### src/rtl/uart_pkg.sv
// Shared UART definitions: receiver FSM states, default bit timing, data width.
// Latency: n/a (types and constants only).
// Backpressure: n/a.
package uart_pkg;

  // 50 MHz system clock / 115200 baud.
  localparam int UART_DEFAULT_CLKS_PER_BIT = 434;
  localparam int UART_DATA_BITS            = 8;

  typedef enum logic [2:0] {
    RX_IDLE      = 3'd0,
    RX_START     = 3'd1,
    RX_DATA      = 3'd2,
    RX_PARITY    = 3'd3,
    RX_STOP      = 3'd4,
    RX_WAIT_IDLE = 3'd5
  } rx_state_t;

  // Even parity: the data bits plus the parity bit hold an even number of ones.
  function automatic logic even_parity_ok(input logic [UART_DATA_BITS-1:0] dat,
                                          input logic                      par_bit);
    return ~((^dat) ^ par_bit);
  endfunction

endpackage

### src/rtl/sync_fifo.sv
// Generic single-clock first-word-fall-through FIFO with occupancy count.
// Latency: a write is visible at rd_dat on the clock after it is accepted; pops take effect at the edge.
// Backpressure: wr_rdy low when full unless a pop happens in the same cycle; pops while empty are ignored.
// Ports: clk, rst_n (async active-low) | wr_vld/wr_dat/wr_rdy write side
//        | rd_rdy pop strobe, rd_dat head (0 when empty) | count, full, empty status.
module sync_fifo #(
  parameter int WIDTH = 8,
  parameter int DEPTH = 16
) (
  input  logic                     clk,
  input  logic                     rst_n,
  input  logic                     wr_vld,
  input  logic [WIDTH-1:0]         wr_dat,
  output logic                     wr_rdy,
  input  logic                     rd_rdy,
  output logic [WIDTH-1:0]         rd_dat,
  output logic [$clog2(DEPTH):0]   count,
  output logic                     full,
  output logic                     empty
);

  localparam int              AW       = $clog2(DEPTH);
  localparam logic [AW:0]     FULL_CNT = (AW+1)'(DEPTH);

  logic [WIDTH-1:0] mem_q [DEPTH];
  logic [AW-1:0]    wr_ptr_q, wr_ptr_d;
  logic [AW-1:0]    rd_ptr_q, rd_ptr_d;
  logic [AW:0]      count_q, count_d;
  logic             do_wr, do_rd;

  assign empty  = (count_q == '0);
  assign full   = (count_q == FULL_CNT);
  assign count  = count_q;
  // A pop frees the slot the write needs, so a full FIFO still accepts when popped.
  assign wr_rdy = ~full | rd_rdy;
  assign do_rd  = rd_rdy & ~empty;
  assign do_wr  = wr_vld & (~full | do_rd);
  assign rd_dat = empty ? '0 : mem_q[rd_ptr_q];

  always_comb begin
    wr_ptr_d = wr_ptr_q;
    rd_ptr_d = rd_ptr_q;
    count_d  = count_q;
    // Power-of-two depth: pointers wrap by natural overflow.
    if (do_wr) wr_ptr_d = wr_ptr_q + AW'(1);
    if (do_rd) rd_ptr_d = rd_ptr_q + AW'(1);
    case ({do_wr, do_rd})
      2'b10:   count_d = count_q + (AW+1)'(1);
      2'b01:   count_d = count_q - (AW+1)'(1);
      default: count_d = count_q;
    endcase
  end

  always_ff @(posedge clk or negedge rst_n) begin
    if (!rst_n) begin
      wr_ptr_q <= '0;
      rd_ptr_q <= '0;
      count_q  <= '0;
    end else begin
      wr_ptr_q <= wr_ptr_d;
      rd_ptr_q <= rd_ptr_d;
      count_q  <= count_d;
    end
  end

  // Storage needs no reset: contents are only observable through count.
  always_ff @(posedge clk) begin
    if (do_wr) mem_q[wr_ptr_q] <= wr_dat;
  end

endmodule

### src/rtl/uart_rx.sv
// UART receive front end: pin synchroniser, 8N1 deserialiser, FWFT byte FIFO.
// Latency: 3 clocks pin-to-detect; byte at rdData one clock after the stop-bit sample.
// Backpressure: none toward the line; a byte completing into a full FIFO without a pop is dropped, overrun set.
// Ports: CLK, RST (async active-low) | uartRxPin raw line | rdEn pop, rdData/empty/full/count FIFO view
//        | overrun sticky, cleared by clrOverrun | frameErr/parityErr one-clock error pulses.
// Build option: define UART_RX_PARITY_EN to expect an even-parity bit between data and stop.
module uart_rx
  import uart_pkg::*;
#(
  parameter int CLKS_PER_BIT = UART_DEFAULT_CLKS_PER_BIT,
  parameter int FIFO_DEPTH   = 16
) (
  input  logic                            CLK,
  input  logic                            RST,
  input  logic                            uartRxPin,
  input  logic                            rdEn,
  output logic [UART_DATA_BITS-1:0]       rdData,
  output logic                            empty,
  output logic                            full,
  output logic [$clog2(FIFO_DEPTH):0]     count,
  output logic                            overrun,
  input  logic                            clrOverrun,
  output logic                            frameErr,
  output logic                            parityErr
);

  localparam int            CW      = $clog2(CLKS_PER_BIT);
  localparam logic [CW-1:0] HALF_M1 = CW'(CLKS_PER_BIT / 2 - 1);
  localparam logic [CW-1:0] FULL_M1 = CW'(CLKS_PER_BIT - 1);

  // Synchroniser resets to the idle (high) line level so reset never fakes a start bit.
  logic rx_meta_q, rx_s_q;

  always_ff @(posedge CLK or negedge RST) begin
    if (!RST) begin
      rx_meta_q <= 1'b1;
      rx_s_q    <= 1'b1;
    end else begin
      rx_meta_q <= uartRxPin;
      rx_s_q    <= rx_meta_q;
    end
  end

  rx_state_t                 state_q, state_d;
  logic [CW-1:0]             bit_cnt_q, bit_cnt_d;
  logic [2:0]                bit_idx_q, bit_idx_d;
  logic [UART_DATA_BITS-1:0] shift_q, shift_d;
  logic                      frame_err_q, frame_err_d;
  logic                      overrun_q, overrun_d;
  logic                      push_vld, fifo_wr_rdy, bit_tick;
`ifdef UART_RX_PARITY_EN
  logic                      par_bad_q, par_bad_d;
  logic                      parity_err_q, parity_err_d;
`endif

  always_comb begin
    state_d     = state_q;
    bit_cnt_d   = bit_cnt_q + CW'(1);
    bit_idx_d   = bit_idx_q;
    shift_d     = shift_q;
    frame_err_d = 1'b0;
    push_vld    = 1'b0;
    bit_tick    = (bit_cnt_q == FULL_M1);
`ifdef UART_RX_PARITY_EN
    par_bad_d    = par_bad_q;
    parity_err_d = 1'b0;
`endif
    case (state_q)
      RX_IDLE: begin
        bit_cnt_d = '0;
        if (!rx_s_q) state_d = RX_START;
      end
      RX_START: begin
        // Re-check mid start bit; a high line here was a glitch.
        if (bit_cnt_q == HALF_M1) begin
          bit_cnt_d = '0;
          bit_idx_d = '0;
          state_d   = rx_s_q ? RX_IDLE : RX_DATA;
        end
      end
      RX_DATA: begin
        if (bit_tick) begin
          bit_cnt_d          = '0;
          shift_d[bit_idx_q] = rx_s_q;
          bit_idx_d          = bit_idx_q + 3'd1;
          if (bit_idx_q == 3'd7) begin
`ifdef UART_RX_PARITY_EN
            state_d = RX_PARITY;
`else
            state_d = RX_STOP;
`endif
          end
        end
      end
`ifdef UART_RX_PARITY_EN
      RX_PARITY: begin
        if (bit_tick) begin
          bit_cnt_d = '0;
          par_bad_d = ~even_parity_ok(shift_q, rx_s_q);
          state_d   = RX_STOP;
        end
      end
`endif
      RX_STOP: begin
        if (bit_tick) begin
          bit_cnt_d = '0;
`ifdef UART_RX_PARITY_EN
          parity_err_d = par_bad_q;
          push_vld     = rx_s_q & ~par_bad_q;
`else
          push_vld     = rx_s_q;
`endif
          if (rx_s_q) begin
            state_d = RX_IDLE;
          end else begin
            frame_err_d = 1'b1;
            state_d     = RX_WAIT_IDLE;
          end
        end
      end
      RX_WAIT_IDLE: begin
        // Hold off through a break so a stuck-low line is not parsed as 0x00 frames.
        bit_cnt_d = '0;
        if (rx_s_q) state_d = RX_IDLE;
      end
      default: begin
        bit_cnt_d = '0;
        state_d   = RX_IDLE;
      end
    endcase

    // Set wins over clear when both land in the same cycle.
    overrun_d = overrun_q;
    if (clrOverrun) overrun_d = 1'b0;
    if (push_vld && !fifo_wr_rdy) overrun_d = 1'b1;
  end

  always_ff @(posedge CLK or negedge RST) begin
    if (!RST) begin
      state_q     <= RX_IDLE;
      bit_cnt_q   <= '0;
      bit_idx_q   <= '0;
      shift_q     <= '0;
      frame_err_q <= 1'b0;
      overrun_q   <= 1'b0;
    end else begin
      state_q     <= state_d;
      bit_cnt_q   <= bit_cnt_d;
      bit_idx_q   <= bit_idx_d;
      shift_q     <= shift_d;
      frame_err_q <= frame_err_d;
      overrun_q   <= overrun_d;
    end
  end

`ifdef UART_RX_PARITY_EN
  always_ff @(posedge CLK or negedge RST) begin
    if (!RST) begin
      par_bad_q    <= 1'b0;
      parity_err_q <= 1'b0;
    end else begin
      par_bad_q    <= par_bad_d;
      parity_err_q <= parity_err_d;
    end
  end
  assign parityErr = parity_err_q;
`else
  assign parityErr = 1'b0;
`endif

  assign frameErr = frame_err_q;
  assign overrun  = overrun_q;

  sync_fifo #(
    .WIDTH (UART_DATA_BITS),
    .DEPTH (FIFO_DEPTH)
  ) u_rx_fifo (
    .clk    (CLK),
    .rst_n  (RST),
    .wr_vld (push_vld),
    .wr_dat (shift_q),
    .wr_rdy (fifo_wr_rdy),
    .rd_rdy (rdEn),
    .rd_dat (rdData),
    .count  (count),
    .full   (full),
    .empty  (empty)
  );

endmodule

### config.mk
export PLATFORM = sky130hd
export DESIGN_NAME = uart_rx
export DESIGN_NICKNAME = d
export VERILOG_FILES = /design/src/rtl/uart_pkg.sv /design/src/rtl/sync_fifo.sv /design/src/rtl/uart_rx.sv
export SDC_FILE = /design/constraint.sdc
export NUM_CORES = 1
export LEC_CHECK = 0
export CAP_MARGIN = 20
export CORE_AREA = 3 3 109 111
export DETAILED_ROUTE_END_ITERATION = 7
export DIE_AREA = 0 0 112 114
export PLACE_DENSITY_LB_ADDON = 0.25
export RECOVER_POWER = 25
export SYNTH_ARGS = -nofsm -noshare
export SYNTH_HDL_FRONTEND = slang
export SYNTH_SLANG_ARGS = --single-unit
### constraint.sdc
create_clock -name CLK -period 4.25 [get_ports CLK]
set_input_delay 0.85 -clock CLK [delete_from_list [all_inputs] [get_ports CLK]]
set_output_delay 0.85 -clock CLK [all_outputs]
set_load 0.02 [all_outputs]
==> reports/qor.yml, run 1 <==
sta:
  worst_clock_skew_ps: 9.263
  finalSetupTns_ps: 0
  setup_viol: 0
  rsz_0062_raised_after_global_routing: "false"
  timing.max_slew.rel_slack_pct: -44.56
  fmax_mhz: 269.0
  fin_crit_sh_pct: 87.47
  pin_slew_with_the_least_headroom_to_its_limit_ps: 2168
  layout_min_cycle_time_ps: 3718
  timing.final.hold_violations: 0
  drv_slew: 41
drt:
  routedWlPerCell_um: 21.66
  route.antenna.remaining_nets: 0
  vias_per_cell: 6.085
  drc_errors: 0
  drt_wl_total_mm: 12.80
  1st_iter_drt_viols: 240
  total_number_of_vias: 3596
  drt_pass1_iterations: 5
die:
  rows: 38
  floorplan.io_pins: 23
  core_area_mm2: 0.01089
  die_y_um: 114
  die_x_um: 112
  design.die.area_mm2: 0.01277
  initial_core_util_pct: 65.09
global_routing:
  global_route.usage.total_pct: 21.88
  grt_pass1_vias: 3860
  antenna_found_initial: 0
  global_route.overflow_total: 0
  grt_max_degree: 41
  global_route_wire_length_before_repair_mm: 20.87
worst_hold_path:
  worst_hold_path_type: "register to register"
  hold-path-cell-count: 0
synth:
  syn-mean-instance-area_um2: 17.24
  syn_inst: 411
  async_flop_share_pct: 23.81
  synth.ff_latch_count: 168
  number_of_synthesized_flops_with_an_enable_pin: 128
  yosys_warnings: 0
  yosysSeqAreaShare_pct: 68.40
  mappedNetlistArea_mm2: 0.007087
  synth_cell_types: 50
  synth_ff_type: "sky130_fd_sc_hd__edfxtp_1"
  synthesis.nets: 429
setup_path:
  worst-path-stages: 5
  reg2reg_depth: 13
  crit_path_top_delay_cell: "sky130_fd_sc_hd__dfrtp_2"
  critPathBufInv: 2
  timing_worst_setup_path_type: "register to output pin"
  crit_family: "buffers and inverters"
  crit_path_max_fanout: 26
  timing.critical_path.to_type: "output pin"
  critical_path.cell_chain: "buf_12 > mux4_2 > mux2i_1 > o22ai_1 > clkdlybuf4s50_1"
  critical-path-max-stage-delay_ps: 570
  start_kind: "register"
  cp_data_arrival_time_ps: 2870
  cp.required_ps: 3400
clocking:
  post_cts.repair.setup_buffers: 0
  cts_buffer_depth: 2
  cts-resized-gates: 0
  clock_latency_ps: 520
  clock-sinks: 168
  cts_root_buffer: "sky130_fd_sc_hd__clkbuf_8"
  numCtsBuffers: 17
  ctsHtreeMaxLevel: 4
  postCtsHoldBufs: 0
  clk_pin_slew_ps: 60
  tritoncts: "built"
finish:
  nFillCells: 659
  insertedDiodeCount: 0
  proportion_of_layout_cells_with_a_drive_suffix_above_1_pct: 18.40
  flow.area_growth_from_synthesis_pct: 13.24
  finalNetCount: 456
placed_design:
  detailedPlacementHpwl_mm: 8.068
  io_buffers: 21
  gp_routability_congestion: 0.7626
pwr:
  leakage_nw: 3.181
  maximum_vdd_drop_v: 0.0003561
  total_power_mw: 4.024
  power.density_mw_per_mm2: 501.5
status:
  outcome: "finished with violations"
  violations: "max-capacitance violations, max-slew violations"
flow_run:
  drv_cap: 1
through the flow:
| step | std cells | setup slack (ps) | hold WS, ps | instance area (µm²) | utilization [%] |
|---|---|---|---|---|---|
| 2_1_floorplan | 411 | 1418 | 345.2 | 7087 | - |
| 3_3_place_gp | 559 | 967.3 | 346.7 | 7455 | 68.47 |
| 3_5_place_dp | 559 | 791.4 | 347.3 | 7455 | 68.47 |
| 4_1_cts | 591 | 467.5 | 356.5 | 8026 | 73.72 |
| 5_1_grt | 591 | 379.7 | 359.0 | 8025 | 73.71 |
| 6_report | 591 | 532.5 | 356.2 | 8025 | 73.71 |
registers in the layout, indices dropped and copies added (netlist names):
signal,cells
u_rx_fifo.rd_ptr_q,4
rx_meta_q,1
bit_idx_q,3
overrun,1
frameErr,1
u_rx_fifo.mem_q,128
bit_cnt_q,9
u_rx_fifo.count,5
rx_s_q,1
shift_q,8
u_rx_fifo.wr_ptr_q,4
state_q,3
report_power, final:
group          switching, mW  internal (mW)  total, mW
Sequential             0.113           1.80       1.91
Clock                  0.570          0.907       1.48
Combinational          0.323          0.315      0.638
Total                   1.01           3.02       4.02
cell usage after synthesis, types with 3 or more instances:
| master | number | area share (%) |
|---|---|---|
| sky130_fd_sc_hd__dfrtp_1 | 38 | 13 |
| sky130_fd_sc_hd__nand4_1 | 4 | 0.35 |
| sky130_fd_sc_hd__xor2_1 | 10 | 1.2 |
| sky130_fd_sc_hd__nor3_1 | 7 | 0.49 |
| sky130_fd_sc_hd__nand2_1 | 7 | 0.37 |
| sky130_fd_sc_hd__clkbuf_1 | 7 | 0.37 |
| sky130_fd_sc_hd__ha_1 | 13 | 2.3 |
| sky130_fd_sc_hd__inv_1 | 12 | 0.64 |
| sky130_fd_sc_hd__nand4b_1 | 3 | 0.37 |
| sky130_fd_sc_hd__xnor2_1 | 10 | 1.2 |
| sky130_fd_sc_hd__mux2_2 | 8 | 1.3 |
| sky130_fd_sc_hd__o22ai_1 | 9 | 0.79 |
| sky130_fd_sc_hd__nand2b_1 | 5 | 0.44 |
| sky130_fd_sc_hd__edfxtp_1 | 128 | 54 |
| sky130_fd_sc_hd__nor2_1 | 18 | 0.95 |
| sky130_fd_sc_hd__mux2_1 | 3 | 0.48 |
| sky130_fd_sc_hd__a21oi_1 | 5 | 0.35 |
| sky130_fd_sc_hd__mux4_2 | 32 | 10 |
| sky130_fd_sc_hd__buf_1 | 4 | 0.21 |
| sky130_fd_sc_hd__mux2i_1 | 16 | 2.3 |
| sky130_fd_sc_hd__and3_1 | 7 | 0.62 |
| sky130_fd_sc_hd__nand3b_1 | 3 | 0.32 |
| sky130_fd_sc_hd__nand3_1 | 11 | 0.78 |
| sky130_fd_sc_hd__buf_2 | 7 | 0.49 |
| sky130_fd_sc_hd__nor2b_1 | 7 | 0.62 |
| sky130_fd_sc_hd__o21ai_0 | 6 | 0.42 |
cell type report:
cell class	instances	area [µm²]	share of cell area (%)
flip-flops and latches	168	4848	60.41
repair buffers	28	281.5	3.508
well taps	140	175.2	2.183
inverters	12	45.04	0.5613
clock buffers	23	446.7	5.566
clock inverters	9	125.1	1.559
multi-input cells	211	2103	26.21
final timing paths:
path | startpoint | end | slack [ps]
worst min-delay path | rx_meta_q | rx_s_q | 360
worst min register to register | rx_meta_q | rx_s_q | 360
max in group asynchronous | RST | u_rx_fifo.rd_ptr_q[0] | 1890
min in group asynchronous | RST | bit_cnt_q[6] | 960
worst max-delay path | u_rx_fifo.rd_ptr_q[0] | rdData[6] | 530
worst max register to register | bit_cnt_q[1] | u_rx_fifo.count[4] | 1040
metal layers:
| metal | part of all wire, % | global-route usage, % |
|---|---|---|
| met5 | 0 | 0 |
| met2 | 50 | 36.41 |
| met1 | 44 | 29.69 |
| met3 | 5.0 | 5.305 |
| met4 | 1.6 | 5.769 |
cells in the final DEF (no fill, tap or decap), drive strengths merged, types with 7 or more instances in the layout:
cell type	synthesis	layout
inv	12	12
clkdlybuf4s50	0	19
nor3	7	7
and3	7	7
nor2	18	18
ha	13	13
xnor2	10	10
edfxtp	128	128
nor2b	7	7
o22ai	9	9
nand3	11	11
clkbuf	7	24
mux2i	16	16
mux2	11	11
buf	13	7
xor2	10	10
mux4	32	32
nand2	7	7
dfrtp	38	38
logic make-up after synthesis:
logic type / synth area share (%)
other: 0.05292
flip-flops: 68.40
AO/OA/AOI/OAI: 2.737
adder cells (fa/ha/maj): 2.295
buffers and inverters: 1.924
XOR/XNOR: 2.472
multiplexers: 14.18
AND/OR/NAND/NOR: 7.945
No activity file was read; power rests on OpenSTA's default activity.
==> run 2, diff against run 1 <==
- SLEW_MARGIN: not set -> 20
==> results of run 2 <==
No change in the layout: final DEF, timing and power equal those of run 1.
